$ cat src/rtl/traffic_ctrl_np_pkg.sv
// traffic_pkg: shared types, lamp encodings and the round-robin phase
// selector for the N-direction traffic controller.
//   state_e     : controller state (GREEN, YELLOW, ALL_RED, FLASH)
//   LAMP_*      : per-direction {R,Y,G} lamp codes
//   next_phase  : next phase after all-red, optionally skipping idle phases
package traffic_pkg;

  typedef enum logic [1:0] {
    GREEN   = 2'd0,
    YELLOW  = 2'd1,
    ALL_RED = 2'd2,
    FLASH   = 2'd3
  } state_e;

  localparam logic [2:0] LAMP_G   = 3'b001;
  localparam logic [2:0] LAMP_Y   = 3'b010;
  localparam logic [2:0] LAMP_R   = 3'b100;
  localparam logic [2:0] LAMP_OFF = 3'b000;

  // Sized for the largest supported controller (4 directions). The scan
  // starts at cur+1 and wraps, so the phase just served is considered last.
  // With skipping off, or no demand at all, it is plain round-robin.
  function automatic logic [1:0] next_phase(input logic [3:0] dem,
                                            input logic [1:0] cur,
                                            input logic       skip_en,
                                            input int         num_dir);
    logic [1:0] nxt;
    logic       found;
    int         idx;
    nxt   = 2'((int'(cur) + 1) % num_dir);
    found = 1'b0;
    for (int k = 1; k <= 4; k++) begin
      idx = (int'(cur) + k) % num_dir;
      if (skip_en && !found && (k <= num_dir) && dem[2'(idx)]) begin
        nxt   = 2'(idx);
        found = 1'b1;
      end
    end
    return nxt;
  endfunction

endpackage

$ cat src/rtl/traffic_ctrl_np_if.sv
// Signal bundle between the intersection logic and the traffic controller.
//   req, preempt, preempt_dir, flash         : requests into the controller
//   lights, cur_phase, preempt_ack, in_flash : controller status / lamp drive
// master = request side, slave = controller side.
interface traffic_ctrl_np_if #(
  parameter int NUM_DIR = 2
);
  localparam int PW = $clog2(NUM_DIR);

  logic [NUM_DIR-1:0]   req;
  logic                 preempt;
  logic [PW-1:0]        preempt_dir;
  logic                 flash;
  logic [3*NUM_DIR-1:0] lights;
  logic [PW-1:0]        cur_phase;
  logic                 preempt_ack;
  logic                 in_flash;

  modport master (
    output req, preempt, preempt_dir, flash,
    input  lights, cur_phase, preempt_ack, in_flash
  );

  modport slave (
    input  req, preempt, preempt_dir, flash,
    output lights, cur_phase, preempt_ack, in_flash
  );

endinterface

$ cat src/rtl/traffic_ctrl_np_phase_timer.sv
// phase_timer: per-state dwell counter for the traffic controller.
//   clk, rst : clock, asynchronous active-low reset
//   clr      : restart from zero (state entry / flash toggle)
//   hold     : freeze once the count reaches dur-1 (preemption hold)
//   dur      : duration of the current state in cycles (>= 1)
//   cnt      : current count
//   done     : cnt == dur-1, i.e. this is the last cycle of the state
module phase_timer #(
  parameter int TW = 16
) (
  input  logic          clk,
  input  logic          rst,
  input  logic          clr,
  input  logic          hold,
  input  logic [TW-1:0] dur,
  output logic [TW-1:0] cnt,
  output logic          done
);

  logic [TW-1:0] cnt_q, cnt_d;

  assign done = (cnt_q == dur - TW'(1));
  assign cnt  = cnt_q;

  // The owner clears on every done outside a hold, so the count never wraps.
  always_comb begin
    if (clr)              cnt_d = '0;
    else if (hold && done) cnt_d = cnt_q;
    else                  cnt_d = cnt_q + TW'(1);
  end

  // NOTE: sequential state is updated with non-blocking assignments only, so
  // every flop samples the pre-edge values of its neighbours.
  always_ff @(posedge clk or negedge rst) begin
    if (!rst) cnt_q <= '0;
    else      cnt_q <= cnt_d;
  end

endmodule

$ cat src/rtl/traffic_ctrl_np.sv
// traffic_ctrl_np: N-direction traffic-light controller.
// Round-robin GREEN -> YELLOW -> ALL_RED per phase, with demand-based phase
// skipping, emergency preemption (minimum green protected) and a maintenance
// flash mode entered at the next all-red.
//   clk  : clock
//   rst  : asynchronous active-low reset (lamps go all-red immediately)
//   bus  : traffic_ctrl_np_if.slave -- req/preempt/preempt_dir/flash in,
//          lights/cur_phase/preempt_ack/in_flash out
module traffic_ctrl_np
  import traffic_pkg::*;
#(
  parameter int NUM_DIR   = 2,
  parameter int TW        = 16,
  parameter int GREEN_T   = 10000,
  parameter int YELLOW_T  = 1500,
  parameter int ALLRED_T  = 200,
  parameter int MIN_GREEN = 1000,
  parameter int FLASH_T   = 500,
  parameter int SKIP_EN   = 1
) (
  input  logic             clk,
  input  logic             rst,
  traffic_ctrl_np_if.slave bus
);

  localparam int PW = $clog2(NUM_DIR);
  localparam logic [PW-1:0] LAST_PHASE = PW'(NUM_DIR - 1);
  localparam logic [TW-1:0] MIN_G_LAST = TW'(MIN_GREEN - 1);

  state_e               state_q, state_d;
  logic [PW-1:0]        cur_phase_q, cur_phase_d;
  logic [NUM_DIR-1:0]   dem_q, dem_d;
  logic                 flash_lat_q, flash_lat_d;
  logic                 lit_q, lit_d;

  logic [TW-1:0]        t_cnt, tmr_dur;
  logic                 tmr_clr, tmr_hold, tmr_done;
  logic                 pre_valid, pre_hold, pre_cut;
  logic [3*NUM_DIR-1:0] lamps;

  phase_timer #(.TW(TW)) u_timer (
    .clk  (clk),
    .rst  (rst),
    .clr  (tmr_clr),
    .hold (tmr_hold),
    .dur  (tmr_dur),
    .cnt  (t_cnt),
    .done (tmr_done)
  );

  always_comb begin
    case (state_q)
      GREEN:   tmr_dur = TW'(GREEN_T);
      YELLOW:  tmr_dur = TW'(YELLOW_T);
      FLASH:   tmr_dur = TW'(FLASH_T);
      default: tmr_dur = TW'(ALLRED_T);
    endcase
  end

  // An out-of-range preempt_dir is treated as no preemption at all.
  assign pre_valid = bus.preempt && (int'(bus.preempt_dir) < NUM_DIR);
  assign pre_hold  = pre_valid && (bus.preempt_dir == cur_phase_q);
  assign pre_cut   = pre_valid && (bus.preempt_dir != cur_phase_q) && (t_cnt >= MIN_G_LAST);

  // NOTE: every variable gets a default at the top of the block, so no path
  // leaves one unassigned and no latch is inferred.
  always_comb begin
    state_d     = state_q;
    cur_phase_d = cur_phase_q;
    dem_d       = dem_q | bus.req;
    flash_lat_d = flash_lat_q | bus.flash;
    lit_d       = lit_q;
    tmr_clr     = 1'b0;
    tmr_hold    = 1'b0;

    // In flash, preemption cannot take the signals, so it is remembered as
    // ordinary demand for the preempt direction.
    if ((state_q == FLASH) && pre_valid) dem_d[bus.preempt_dir] = 1'b1;

    case (state_q)
      GREEN: begin
        tmr_hold = pre_hold;
        if ((tmr_done && !pre_hold) || pre_cut) begin
          state_d = YELLOW;
          tmr_clr = 1'b1;
        end
      end
      YELLOW: begin
        if (tmr_done) begin
          state_d = ALL_RED;
          tmr_clr = 1'b1;
        end
      end
      ALL_RED: begin
        if (tmr_done) begin
          tmr_clr = 1'b1;
          if (flash_lat_q) begin
            state_d = FLASH;
            lit_d   = 1'b1;
          end else begin
            state_d = GREEN;
            if (pre_valid) cur_phase_d = bus.preempt_dir;
            else cur_phase_d = PW'(next_phase(4'(dem_q), 2'(cur_phase_q),
                                              SKIP_EN != 0, NUM_DIR));
            // Entering phase is served now; this clear overrides a same-cycle req.
            dem_d[cur_phase_d] = 1'b0;
          end
        end
      end
      FLASH: begin
        if (!bus.flash) begin
          // Restart the cycle so phase 0 is the first one served.
          state_d     = ALL_RED;
          cur_phase_d = LAST_PHASE;
          flash_lat_d = 1'b0;
          tmr_clr     = 1'b1;
        end else if (tmr_done) begin
          lit_d   = !lit_q;
          tmr_clr = 1'b1;
        end
      end
      default: begin
        state_d     = ALL_RED;
        cur_phase_d = LAST_PHASE;
        tmr_clr     = 1'b1;
      end
    endcase
  end

  always_ff @(posedge clk or negedge rst) begin
    if (!rst) begin
      state_q     <= ALL_RED;
      cur_phase_q <= LAST_PHASE;
      dem_q       <= '0;
      flash_lat_q <= 1'b0;
      lit_q       <= 1'b0;
    end else begin
      state_q     <= state_d;
      cur_phase_q <= cur_phase_d;
      dem_q       <= dem_d;
      flash_lat_q <= flash_lat_d;
      lit_q       <= lit_d;
    end
  end

  // Lamps decode straight from state flops, so the async reset forces
  // all-red without waiting for a clock.
  always_comb begin
    lamps = '0;
    for (int d = 0; d < NUM_DIR; d++) begin
      case (state_q)
        GREEN:   lamps[3*d +: 3] = (cur_phase_q == PW'(d)) ? LAMP_G : LAMP_R;
        YELLOW:  lamps[3*d +: 3] = (cur_phase_q == PW'(d)) ? LAMP_Y : LAMP_R;
        FLASH:   lamps[3*d +: 3] = !lit_q ? LAMP_OFF : ((d == 0) ? LAMP_Y : LAMP_R);
        default: lamps[3*d +: 3] = LAMP_R;
      endcase
    end
  end

  assign bus.lights      = lamps;
  assign bus.cur_phase   = cur_phase_q;
  assign bus.preempt_ack = (state_q == GREEN) && bus.preempt && (bus.preempt_dir == cur_phase_q);
  assign bus.in_flash    = (state_q == FLASH);

endmodule

$ cat src/flat_wrapper.sv
// flat-port wrapper written by rule: the top's interface ports become plain ports
module traffic_ctrl_np_flat import traffic_pkg::*;
#(
  parameter int NUM_DIR   = 2,
  parameter int TW        = 16,
  parameter int GREEN_T   = 10000,
  parameter int YELLOW_T  = 1500,
  parameter int ALLRED_T  = 200,
  parameter int MIN_GREEN = 1000,
  parameter int FLASH_T   = 500,
  parameter int SKIP_EN   = 1
)
  (clk, rst, bus_req, bus_preempt, bus_preempt_dir, bus_flash, bus_lights, bus_cur_phase, bus_preempt_ack, bus_in_flash);
  traffic_ctrl_np_if #(.NUM_DIR(NUM_DIR)) bus_i ();
  input  logic clk;
  input  logic rst;
  input wire logic [$bits(bus_i.req)-1:0] bus_req;
  input wire logic [$bits(bus_i.preempt)-1:0] bus_preempt;
  input wire logic [$bits(bus_i.preempt_dir)-1:0] bus_preempt_dir;
  input wire logic [$bits(bus_i.flash)-1:0] bus_flash;
  output wire logic [$bits(bus_i.lights)-1:0] bus_lights;
  output wire logic [$bits(bus_i.cur_phase)-1:0] bus_cur_phase;
  output wire logic [$bits(bus_i.preempt_ack)-1:0] bus_preempt_ack;
  output wire logic [$bits(bus_i.in_flash)-1:0] bus_in_flash;
  assign bus_i.req = bus_req;
  assign bus_i.preempt = bus_preempt;
  assign bus_i.preempt_dir = bus_preempt_dir;
  assign bus_i.flash = bus_flash;
  assign bus_lights = bus_i.lights;
  assign bus_cur_phase = bus_i.cur_phase;
  assign bus_preempt_ack = bus_i.preempt_ack;
  assign bus_in_flash = bus_i.in_flash;
  traffic_ctrl_np #(.NUM_DIR(NUM_DIR), .TW(TW), .GREEN_T(GREEN_T), .YELLOW_T(YELLOW_T), .ALLRED_T(ALLRED_T), .MIN_GREEN(MIN_GREEN), .FLASH_T(FLASH_T), .SKIP_EN(SKIP_EN)) u_core (.clk(clk), .rst(rst), .bus(bus_i));
endmodule
$ cat config.mk
export PLATFORM = sky130hd
export DESIGN_NAME = traffic_ctrl_np_flat
export DESIGN_NICKNAME = d
export VERILOG_FILES = /design/src/rtl/traffic_ctrl_np_pkg.sv /design/src/rtl/traffic_ctrl_np_if.sv /design/src/rtl/traffic_ctrl_np_phase_timer.sv /design/src/rtl/traffic_ctrl_np.sv /design/src/flat_wrapper.sv
export SDC_FILE = /design/constraint.sdc
export NUM_CORES = 1
export LEC_CHECK = 0
export ABC_AREA = 0
export CAP_MARGIN = 20
export CORE_ASPECT_RATIO = 0.8
export CORE_MARGIN = 5
export CORE_UTILIZATION = 45
export CTS_CLUSTER_SIZE = 24
export DETAILED_ROUTE_END_ITERATION = 6
export PLACE_DENSITY = 0.65
export SLEW_MARGIN = 15
export SYNTH_ARGS = -nofsm -noshare
export SYNTH_HDL_FRONTEND = slang
export SYNTH_SLANG_ARGS = --single-unit
$ cat constraint.sdc
create_clock -name clk -period 6.9 [get_ports clk]
set_input_delay 1.035 -clock clk [delete_from_list [all_inputs] [get_ports clk]]
set_output_delay 1.035 -clock clk [all_outputs]
set_load 0.02 [all_outputs]
==> results.sh <==
export IMPL_rsz0062_at_grt="false"
export IMPL_root_buffer="clkbuf_8"
export IMPL_worstSetupEndpointType="output pin"
export IMPL_grt_use_met1=0.222
export IMPL_wl_per_cell_um=15.2
export IMPL_grt_pass1_wl_um=6370
export IMPL_async_reset_ff_frac=1.00
export IMPL_cts_resized=0
export IMPL_die_width_um=77.0
export IMPL_htreeDepth=1
export IMPL_dieArea_mm2=0.00489
export IMPL_maxSlewHeadroom=0.500
export IMPL_syn_nets=201
export IMPL_rows=19
export IMPL_gp_congestion=0.850
export IMPL_clkLatencyLatePin_ns=0.26
export IMPL_p_seq_frac=0.595
export IMPL_syn_to_final_growth_pct=12.9
export IMPL_clkSinkCount=23
export IMPL_finalHoldViolCount=0
export IMPL_final_nets=213
export IMPL_max_freq_ghz=0.273
export IMPL_dp_cells=235
export IMPL_cts_setup_buffers=0
export IMPL_combPwrFrac=0.034
export IMPL_p_sw_frac=0.213
export IMPL_power_uw=226
export IMPL_crit_path_top_delay_cell="clkdlybuf4s50_1"
export IMPL_ir_worst_vdd_mv=0.106
export IMPL_synth_cell_types=45
export IMPL_nFillCells=314
export IMPL_die_h_um=63.6
export IMPL_ant_nets=0
export IMPL_yosys_warnings=0
export IMPL_viasPerCell=5.80
export IMPL_maxSlewViolCount=0
export IMPL_reg2reg_slack_ns=3.94
export IMPL_vias=1387
export IMPL_setup_viol=0
export IMPL_overflow=0
export IMPL_path_cells="clkdlybuf4s50_1 > xor2_1 > nor2_1 > clkdlybuf4s50_1"
export IMPL_syn_area_per_cell_um2=8.68
export IMPL_busiest_layer="met2"
export IMPL_synth_seq_cells=23
export IMPL_finalCritPeriodShare=0.532
export IMPL_portBuffers=15
export IMPL_finalClockSkew_ns=0.00264
export IMPL_ctsHoldBuffers=0
export IMPL_fin_area_mm2=0.00182
export IMPL_crit_top_cell="clkdlybuf4s50_1"
export IMPL_syn_cell_area_mm2=0.00161
export IMPL_antenna_found_initial=0
export IMPL_cp_start_kind="input port"
export IMPL_netSwitchingPower_uw=48.3
export IMPL_clkTransAtPathRegs_ns=0.08
export IMPL_firstDrtPassIters=4
export IMPL_leakage_uw=0.000769
export IMPL_cp_arrival_ns=2.63
export IMPL_hpwl_um=2710
export IMPL_drc=0
export IMPL_tns_ns=0
export IMPL_required_ns=5.86
export IMPL_path_class="in2out"
export IMPL_final_cells=239
export IMPL_synth_ff_type="dfrtp_1"
export IMPL_status="finished, final reports clean"
export IMPL_ys_seq_area_frac=0.358
export IMPL_grt_total_usage=0.153
export IMPL_path_max_fanout=4
export IMPL_hp_class="reg2reg"
export IMPL_clk_path_buf_depth=2
export IMPL_cpPeakStageDelay_ns=0.67
export IMPL_p_int_uw=178
export IMPL_clkPwrFrac=0.371
export IMPL_fin_hold_ws_ns=0.522
export IMPL_first_global_vias=1340
export IMPL_cts_buffers_inserted=3
export IMPL_tightest_slew_ns=0.750
export IMPL_synth_edf_count=0
export IMPL_drtIter0Drc=101
export IMPL_num_io_pins=16
export IMPL_gr_usage_met3=0.0313
export IMPL_drive_gt1_frac=0.0558
export IMPL_start_util=0.468
export IMPL_layout_min_cycle_time_ns=3.67
export IMPL_drv_cap=0
export IMPL_syn_inst=186
export IMPL_grtUsageMet2=0.240
export IMPL_core_area_mm2=0.00345
export IMPL_cts_tree="yes"
export IMPL_wl_um=3640
export IMPL_place_area_mm2=0.00178
export IMPL_powerDensity_mw_per_mm2=124
export IMPL_antenna_cells=0
export IMPL_grt_max_degree=24
[routing by layer]
layer,share of wire,routed length [µm],up-vias
met4,0.0052,19,0
li1,-,-,675
met1,0.50,1810,686
met3,0.038,140,2
met5,0,0,-
met2,0.46,1680,24
[worst max-delay path: cells and delay by family]
kind,cells,cell delay [ns]
simple gates,1,0.26
xor+xnor,1,0.19
buf+inv,2,1.15
[kinds of logic after synthesis]
family / Yosys count / share of synthesized area
simple gates: 88 / 0.287
compound gates: 29 / 0.122
flops: 23 / 0.358
xor+xnor: 18 / 0.0977
buf+inv: 15 / 0.0388
fa+ha+maj: 8 / 0.0620
mux: 5 / 0.0341
[placed cells by master, fill, tap and decap left out, types with 2 or more instances in the layout]
cell type and count:
a211o_1 2, a211oi_1 2, a21oi_1 7, a22oi_1 3, and2_1 2, and3_1 4, clkbuf_8 3, clkdlybuf4s50_1 14
dfrtp_1 21, dfstp_2 2, ha_1 8, inv_1 7, mux2i_1 4, nand2_1 13, nand2b_1 3, nand3_1 6
nand4_1 7, nor2_1 29, nor3_1 9, nor3b_1 3, o21ai_0 3, o21ai_1 2, or3_1 4, xnor2_1 8
xor2_1 10
[worst paths after layout]
kind	start	endpoint	cells after the start
max in group asynchronous	rst	u_core.state_q[1]$_DFFE_PN1P_	1
min in group asynchronous	rst	u_core.dem_q[1]$_DFF_PN0_	1
min reg2reg	u_core.dem_q[0]$_DFF_PN0_	u_core.dem_q[0]$_DFF_PN0_	2
max reg2reg	u_core.state_q[0]$_DFFE_PN0P_	u_core.u_timer.cnt[2]$_DFFE_PN0P_	8
max	bus_preempt_dir	bus_preempt_ack	4
min	u_core.dem_q[0]$_DFF_PN0_	u_core.dem_q[0]$_DFF_PN0_	2
[per-stage QoR]
step	worst slack, ns	utilization
final	3.23	0.528
after global routing	3.17	0.528
after floorplan	4.24	-
after detailed placement	3.25	0.517
after global placement	3.30	0.517
after CTS	3.25	0.530
[synth_stat cells (all sizes together), types with 6 or more instances]
| library cell | n | share of area |
|---|---|---|
| nand4 | 8 | 0.035 |
| ha | 8 | 0.062 |
| inv | 7 | 0.016 |
| dfrtp | 21 | 0.33 |
| nand2 | 13 | 0.030 |
| nor2 | 29 | 0.067 |
| a21oi | 8 | 0.027 |
| nand3 | 6 | 0.019 |
| xor2 | 10 | 0.054 |
| xnor2 | 8 | 0.043 |
| nor3 | 9 | 0.028 |
[power by group through the flow]
stage          sequential, µW  combinational, µW  clock, µW
2_1_floorplan             137              0.770          0
3_3_place_gp              137               7.71          0
3_5_place_dp              137               8.18          0
4_1_cts                   135               8.22       85.8
5_1_grt                   135               8.68       91.6
6_report                  135               7.69       84.0
[sequential cells by signal (all words and copies together), names as in the netlist]
signal                count
u_core.u_timer.cnt       16
u_core.dem_q              2
u_core.flash_lat_q        1
u_core.state_q            2
u_core.bus.cur_phase      1
u_core.lit_q              1
[final cells by class]
cell class | instances | area, µm² | area share
clock buffer | 3 | 41.3 | 0.0227
clock inverter | 1 | 5.00 | 0.00275
inverter | 7 | 26.3 | 0.0144
multi-input combinational | 148 | 973 | 0.534
sequential | 23 | 578 | 0.317
tap | 42 | 52.6 | 0.0288
timing repair buffer | 15 | 145 | 0.0797
(Power assumes the default switching activity.)
